--- config.mk ---
export PLATFORM = sky130hd
export DESIGN_NAME = piezo_note_player_flat
export DESIGN_NICKNAME = d
export VERILOG_FILES = /design/src/rtl/piezo_note_player_if.sv /design/src/rtl/piezo_note_player.sv /design/src/flat_wrapper.sv
export SDC_FILE = /design/constraint.sdc
export NUM_CORES = 1
export LEC_CHECK = 0
export CAP_MARGIN = 20
export CORE_MARGIN = 2
export CORE_UTILIZATION = 61
export DETAILED_ROUTE_END_ITERATION = 8
export GPL_TIMING_DRIVEN = 0
export PLACE_DENSITY = 0.79
export SLEW_MARGIN = 20
export SYNTH_ARGS = -nofsm -noshare
export SYNTH_HDL_FRONTEND = slang
export SYNTH_SLANG_ARGS = --single-unit
--- constraint.sdc ---
create_clock -name clk -period 3.2 [get_ports clk]
set_input_delay 0.96 -clock clk [delete_from_list [all_inputs] [get_ports clk]]
set_output_delay 0.96 -clock clk [all_outputs]
set_load 0.02 [all_outputs]
--- src/rtl/piezo_note_player_if.sv ---
// piezo_note_player_if: trigger lines in, piezo drive and display status out
interface piezo_note_player_if;
  logic [7:0] trig;
  logic       piezo;
  logic       busy;
  logic [2:0] note_idx;
  modport master (output trig, input piezo, input busy, input note_idx);
  modport slave (input trig, output piezo, output busy, output note_idx);
endinterface

--- src/rtl/piezo_note_player.sv ---
// piezo_note_player: plays a fixed-length square-wave tone for the lowest pending trigger line
module piezo_note_player #(
  parameter logic [19:0] DURATION = 20'd500000,
  parameter logic [15:0] PRESCALE = 16'd1
) (
  input logic clk,
  input logic rst,
  piezo_note_player_if.slave bus
);
  typedef enum logic {IDLE, PLAY} state_t;
  state_t      state_q, state_d;
  logic [15:0] pre_cnt_q, pre_cnt_d;
  logic [10:0] half_cnt_q, half_cnt_d;
  logic [19:0] dur_cnt_q, dur_cnt_d;
  logic [10:0] half_q, half_d;
  logic [2:0]  note_q, note_d;
  logic        piezo_q, piezo_d;
  logic        busy_q, busy_d;
  logic [2:0]  sel;
  logic        tick, half_wrap, dur_end;
  function automatic logic [10:0] half_of(input logic [2:0] n);
    return n == 3'd0 ? 11'd1911 :
           n == 3'd1 ? 11'd1703 :
           n == 3'd2 ? 11'd1517 :
           n == 3'd3 ? 11'd1432 :
           n == 3'd4 ? 11'd1276 :
           n == 3'd5 ? 11'd1136 :
           n == 3'd6 ? 11'd1012 : 11'd956;
  endfunction
  assign tick      = pre_cnt_q == PRESCALE - 16'd1;
  assign half_wrap = half_cnt_q == half_q - 11'd1;
  assign dur_end   = dur_cnt_q == DURATION - 20'd1;
  // lowest set trigger bit selects the note
  always_comb begin
    sel = 3'd0;
    for (int i = 7; i >= 0; i--) if (bus.trig[i]) sel = 3'(i);
  end
  // a trigger always (re)starts; otherwise advance the tone on each tick
  always_comb begin
    state_d    = state_q;
    pre_cnt_d  = pre_cnt_q;
    half_cnt_d = half_cnt_q;
    dur_cnt_d  = dur_cnt_q;
    half_d     = half_q;
    note_d     = note_q;
    piezo_d    = piezo_q;
    busy_d     = busy_q;
    if (|bus.trig) begin
      state_d    = PLAY;
      note_d     = sel;
      half_d     = half_of(sel);
      pre_cnt_d  = '0;
      half_cnt_d = '0;
      dur_cnt_d  = '0;
      piezo_d    = 1'b0;
      busy_d     = 1'b1;
    end else if (state_q == PLAY) begin
      pre_cnt_d = tick ? '0 : pre_cnt_q + 16'd1;
      if (tick) begin
        half_cnt_d = half_wrap ? '0 : half_cnt_q + 11'd1;
        piezo_d    = half_wrap ? ~piezo_q : piezo_q;
        dur_cnt_d  = dur_cnt_q + 20'd1;
        if (dur_end) begin
          state_d    = IDLE;
          busy_d     = 1'b0;
          piezo_d    = 1'b0;
          pre_cnt_d  = '0;
          half_cnt_d = '0;
          dur_cnt_d  = '0;
        end
      end
    end
  end
  // state and counter registers, cleared asynchronously
  always_ff @(posedge clk or negedge rst) begin
    if (!rst) begin
      state_q    <= IDLE;
      pre_cnt_q  <= '0;
      half_cnt_q <= '0;
      dur_cnt_q  <= '0;
      half_q     <= '0;
      note_q     <= '0;
      piezo_q    <= 1'b0;
      busy_q     <= 1'b0;
    end else begin
      state_q    <= state_d;
      pre_cnt_q  <= pre_cnt_d;
      half_cnt_q <= half_cnt_d;
      dur_cnt_q  <= dur_cnt_d;
      half_q     <= half_d;
      note_q     <= note_d;
      piezo_q    <= piezo_d;
      busy_q     <= busy_d;
    end
  end
  assign bus.piezo    = piezo_q;
  assign bus.busy     = busy_q;
  assign bus.note_idx = note_q;
endmodule

--- src/flat_wrapper.sv ---
// flat-port wrapper written by rule: the top's interface ports become plain ports
module piezo_note_player_flat 
#(
  parameter logic [19:0] DURATION = 20'd500000,
  parameter logic [15:0] PRESCALE = 16'd1
)
  (clk, rst, bus_trig, bus_piezo, bus_busy, bus_note_idx);
  piezo_note_player_if bus_i ();
  input logic clk;
  input logic rst;
  input wire logic [$bits(bus_i.trig)-1:0] bus_trig;
  output wire logic [$bits(bus_i.piezo)-1:0] bus_piezo;
  output wire logic [$bits(bus_i.busy)-1:0] bus_busy;
  output wire logic [$bits(bus_i.note_idx)-1:0] bus_note_idx;
  assign bus_i.trig = bus_trig;
  assign bus_piezo = bus_i.piezo;
  assign bus_busy = bus_i.busy;
  assign bus_note_idx = bus_i.note_idx;
  piezo_note_player #(.DURATION(DURATION), .PRESCALE(PRESCALE)) u_core (.clk(clk), .rst(rst), .bus(bus_i));
endmodule
==> results of run 1 <==
where the power goes:
group / leakage (nW) / internal [mW] / switching (mW) / total, mW
Combinational: 0.703 / 0.0390 / 0.0565 / 0.0955
Clock: 0.113 / 0.464 / 0.343 / 0.806
Sequential: 0.842 / 0.818 / 0.0146 / 0.833
cell type report:
class,count,area (um^2),share of cell area
inverters,15,56.3,0.0135
multi-input cells,320,1990,0.476
clock inverters,6,90.1,0.0215
repair buffers,15,158,0.0377
flip-flops and latches,64,1600,0.383
clock buffers,10,138,0.0329
well taps,75,93.8,0.0224
plain buffers,11,56.3,0.0135
how the worst max path moves through the flow:
stage	end	startpoint	cells after the start
after global placement	u_core.dur_cnt_q[19]$_DFFE_PN0P_	rst	1
after floorplan	u_core.pre_cnt_q[11]$_DFFE_PN0N_	bus_trig[3]	8
after global routing	u_core.pre_cnt_q[14]$_DFFE_PN0N_	bus_trig[3]	8
after detailed placement	u_core.dur_cnt_q[8]$_DFFE_PN0P_	bus_trig[5]	8
final	u_core.pre_cnt_q[14]$_DFFE_PN0N_	bus_trig[1]	8
after CTS	u_core.dur_cnt_q[8]$_DFFE_PN0P_	bus_trig[3]	9
metal layers:
| metal | global-route usage | share of wire | vias to the layer above |
|---|---|---|---|
| met5 | 0 | 0 | - |
| met4 | 0.0915 | 0.016 | 0 |
| met3 | 0.0363 | 0.027 | 11 |
| met2 | 0.429 | 0.46 | 50 |
| met1 | 0.381 | 0.49 | 1502 |
| li1 | - | - | 1529 |
synth_stat cells, types with 3 or more instances:
library cell   n  area share
a21o_1         3      0.0061
a21oi_1       15       0.020
and2_1         3      0.0051
and3_1         5      0.0085
and4_1         5       0.012
clkbuf_1       8      0.0082
dfrtp_1       64        0.44
ha_1           5       0.017
inv_1         15       0.015
nand2_1       47       0.048
nand2b_1       5      0.0085
nand3_1       21       0.029
nand4_1       13       0.022
nor2_1        53       0.054
nor2b_1        8       0.014
nor3_1        11       0.015
nor4_1         7       0.012
o21ai_0       25       0.034
o21ai_1        3      0.0041
o22ai_1        6       0.010
o31ai_1        5       0.010
or3_1          4      0.0068
or4_1          4      0.0082
xnor2_1       14       0.033
xor2_1        20       0.048
stage by stage:
stage / setup TNS (ns) / hold slack, ns / worst slack [ns]
CTS: 0 / 0.495 / 0.00425
finish: 0 / 0.487 / 0.197
global route: 0 / 0.506 / 0.0248
global placement: -71.93 / 0.466 / -0.951
floorplan: 0 / 0.452 / 0.458
detailed placement: -13.23 / 0.466 / -0.635
cell families (layout without fill, tap and decap cells):
kind of cell,count (synthesis),in the layout,share of synthesized area
flops,64,64,0.437
simple gates,198,198,0.276
xor+xnor,34,34,0.0812
buf+inv,28,57,0.0324
mux,2,2,0.00546
compound gates,81,81,0.151
fa+ha+maj,5,5,0.0171
registers in the layout, indices dropped and copies added, names as in the netlist:
| register | flops |
|---|---|
| u_core.dur_cnt_q | 20 |
| u_core.pre_cnt_q | 16 |
| u_core.half_cnt_q | 11 |
| u_core.half_q | 11 |
| u_core.state_q | 1 |
| u_core.bus.note_idx | 3 |
| u_core.bus.busy | 1 |
| u_core.bus.piezo | 1 |
what timing repair did:
item | 4_1_cts | 5_1_grt
buffers inserted | 0 | 0
gates resized for setup | 4 | 7
endpoints found under the setup margin | 11 | 29
pin swaps | 0 | 0
==> metrics.txt, run 1 <==
fillcell total=435; Max FO, Critical Path=10; layout cells sized above 1=0.0998; status=complete, no violations; GP Congestion=approximately 0.87; maximum number of pins on one net before global-route repair=44; Synth Net Count=427; row count=28; CP Class=in -> reg; DRT antenna net count=0; initial antenna violation count=0; placed cells=roughly 500; R2R Path End=u_core.half_cnt_q[9]$_DFFE_PN0P_; die area=6650 um^2; TritonCTS clock tree=built; final hold vios=0; Post-synth EDFFs=0; Clock Sinks=64; Tmin final=around 3.0 ns; chip width=81.5 um; hpwl dp=5.62 mm; Util after Layout=0.715; clk slew on worst S/H paths=roughly 0.080 ns; most frequent cells in the layout=dfrtp_1 (64), nor2_1 (51), nand2_1 (47), o21ai_0 (25), nand3_1 (21); DRC=0; routed wire length per instance=15.4 um; crit path buf inv count=2; count of cell types in the netlist=just under 60; Clock Path Buffers=2; Synth Area per Inst=between 8 and 9 um^2; Worst-Margin Slew=approximately 0.69 ns; Final setup violation count=0; Seq/Total Area, Yosys=0.437; H-tree depth=3; CTS Hold Bufs=0; Root Driver=clkbuf_8; RSZ-0062 raised after global routing=no; Synth Flop Type=dfrtp_1; Worst path top cell family by delay=simple AND/OR/NAND/NOR gates; commonest non-fill, non-tap cell in the layout=dfrtp_1; min-delay worst type=in -> async; final cycle utilization of the critical path=0.938; fin area=4180 um^2; worst-skew pair later-pin latency=about 0.35 ns; Post-Syn Instances=between 400 and 500; Yosys warning count=0; Peak supply drop=approximately 290 uV; die span in y=approximately 82 um; most used cell, CP=nand2_1; post-route insts no fill=516; nets@finish=around 450; data required time of the worst path=3.49 ns; Critical Path Source Type=input pin; via count=between 3000 and 4000; synthesized cell area=3670 um^2; CORE AREA=5850 um^2; r2r setup slk=between 0.6 and 0.7 ns; GR Util All Layers=0.269; Post-Route Skew=a little under 0.006 ns; final WL=~7.9 mm; Initial Util=0.627; total power=approximately 1.7 mW; Reg-to-Reg Start=u_core.half_q[0]$_DFFE_PN0N_; Worst R2R Path Depth=10; CTS Buf Count=9; share of flip-flops with an asynchronous set or reset=1.00; Setup crit end kind=flop; Placement Cell Area=just under 4000 um^2; global-route wire length before repair=around 14 mm; slowest stage delay, CP=approximately 0.53 ns; flops & latches, synth=between 60 and 70; Port Buffers=14; initial DRC count=~240; grt total ovfl=0; Peak Freq=between 300 and 400 MHz; DR pass1 iterations=5; Final Max Slew Viols=0; Max Cap Violations=0; io pins=15; Vias/cell=about 6.0; pwr dens=about 410 nW/um^2; Crit-path slowest cell=clkdlybuf4s50_1; crit-path cells=clkdlybuf4s50_1, nor4_2, nand2_1, clkbuf_1, nor2_2, nand2_1, or4_1, nand3_1; # diodes=0; Area Overhead vs Synth=14.1%; CP arrival=between 3 and 4 ns; Worst slew margin=0.536; Leakage=1.66 nW; vias in the first global route=about 3000
No activity file was read; power rests on OpenSTA's default activity.
==> run 2: changes to the inputs <==
--- a/config.mk
+++ b/config.mk
@@ -11,6 +11,7 @@
 export DETAILED_ROUTE_END_ITERATION = 8
 export GPL_TIMING_DRIVEN = 0
 export PLACE_DENSITY = 0.79
+export SKIP_LAST_GASP = 1
 export SLEW_MARGIN = 20
 export SYNTH_ARGS = -nofsm -noshare
 export SYNTH_HDL_FRONTEND = slang
==> results of run 2 <==
Final layout, timing and power as in run 1 (identical DEF).
Main changes from that run: number of gates resized after CTS 4 -> 3
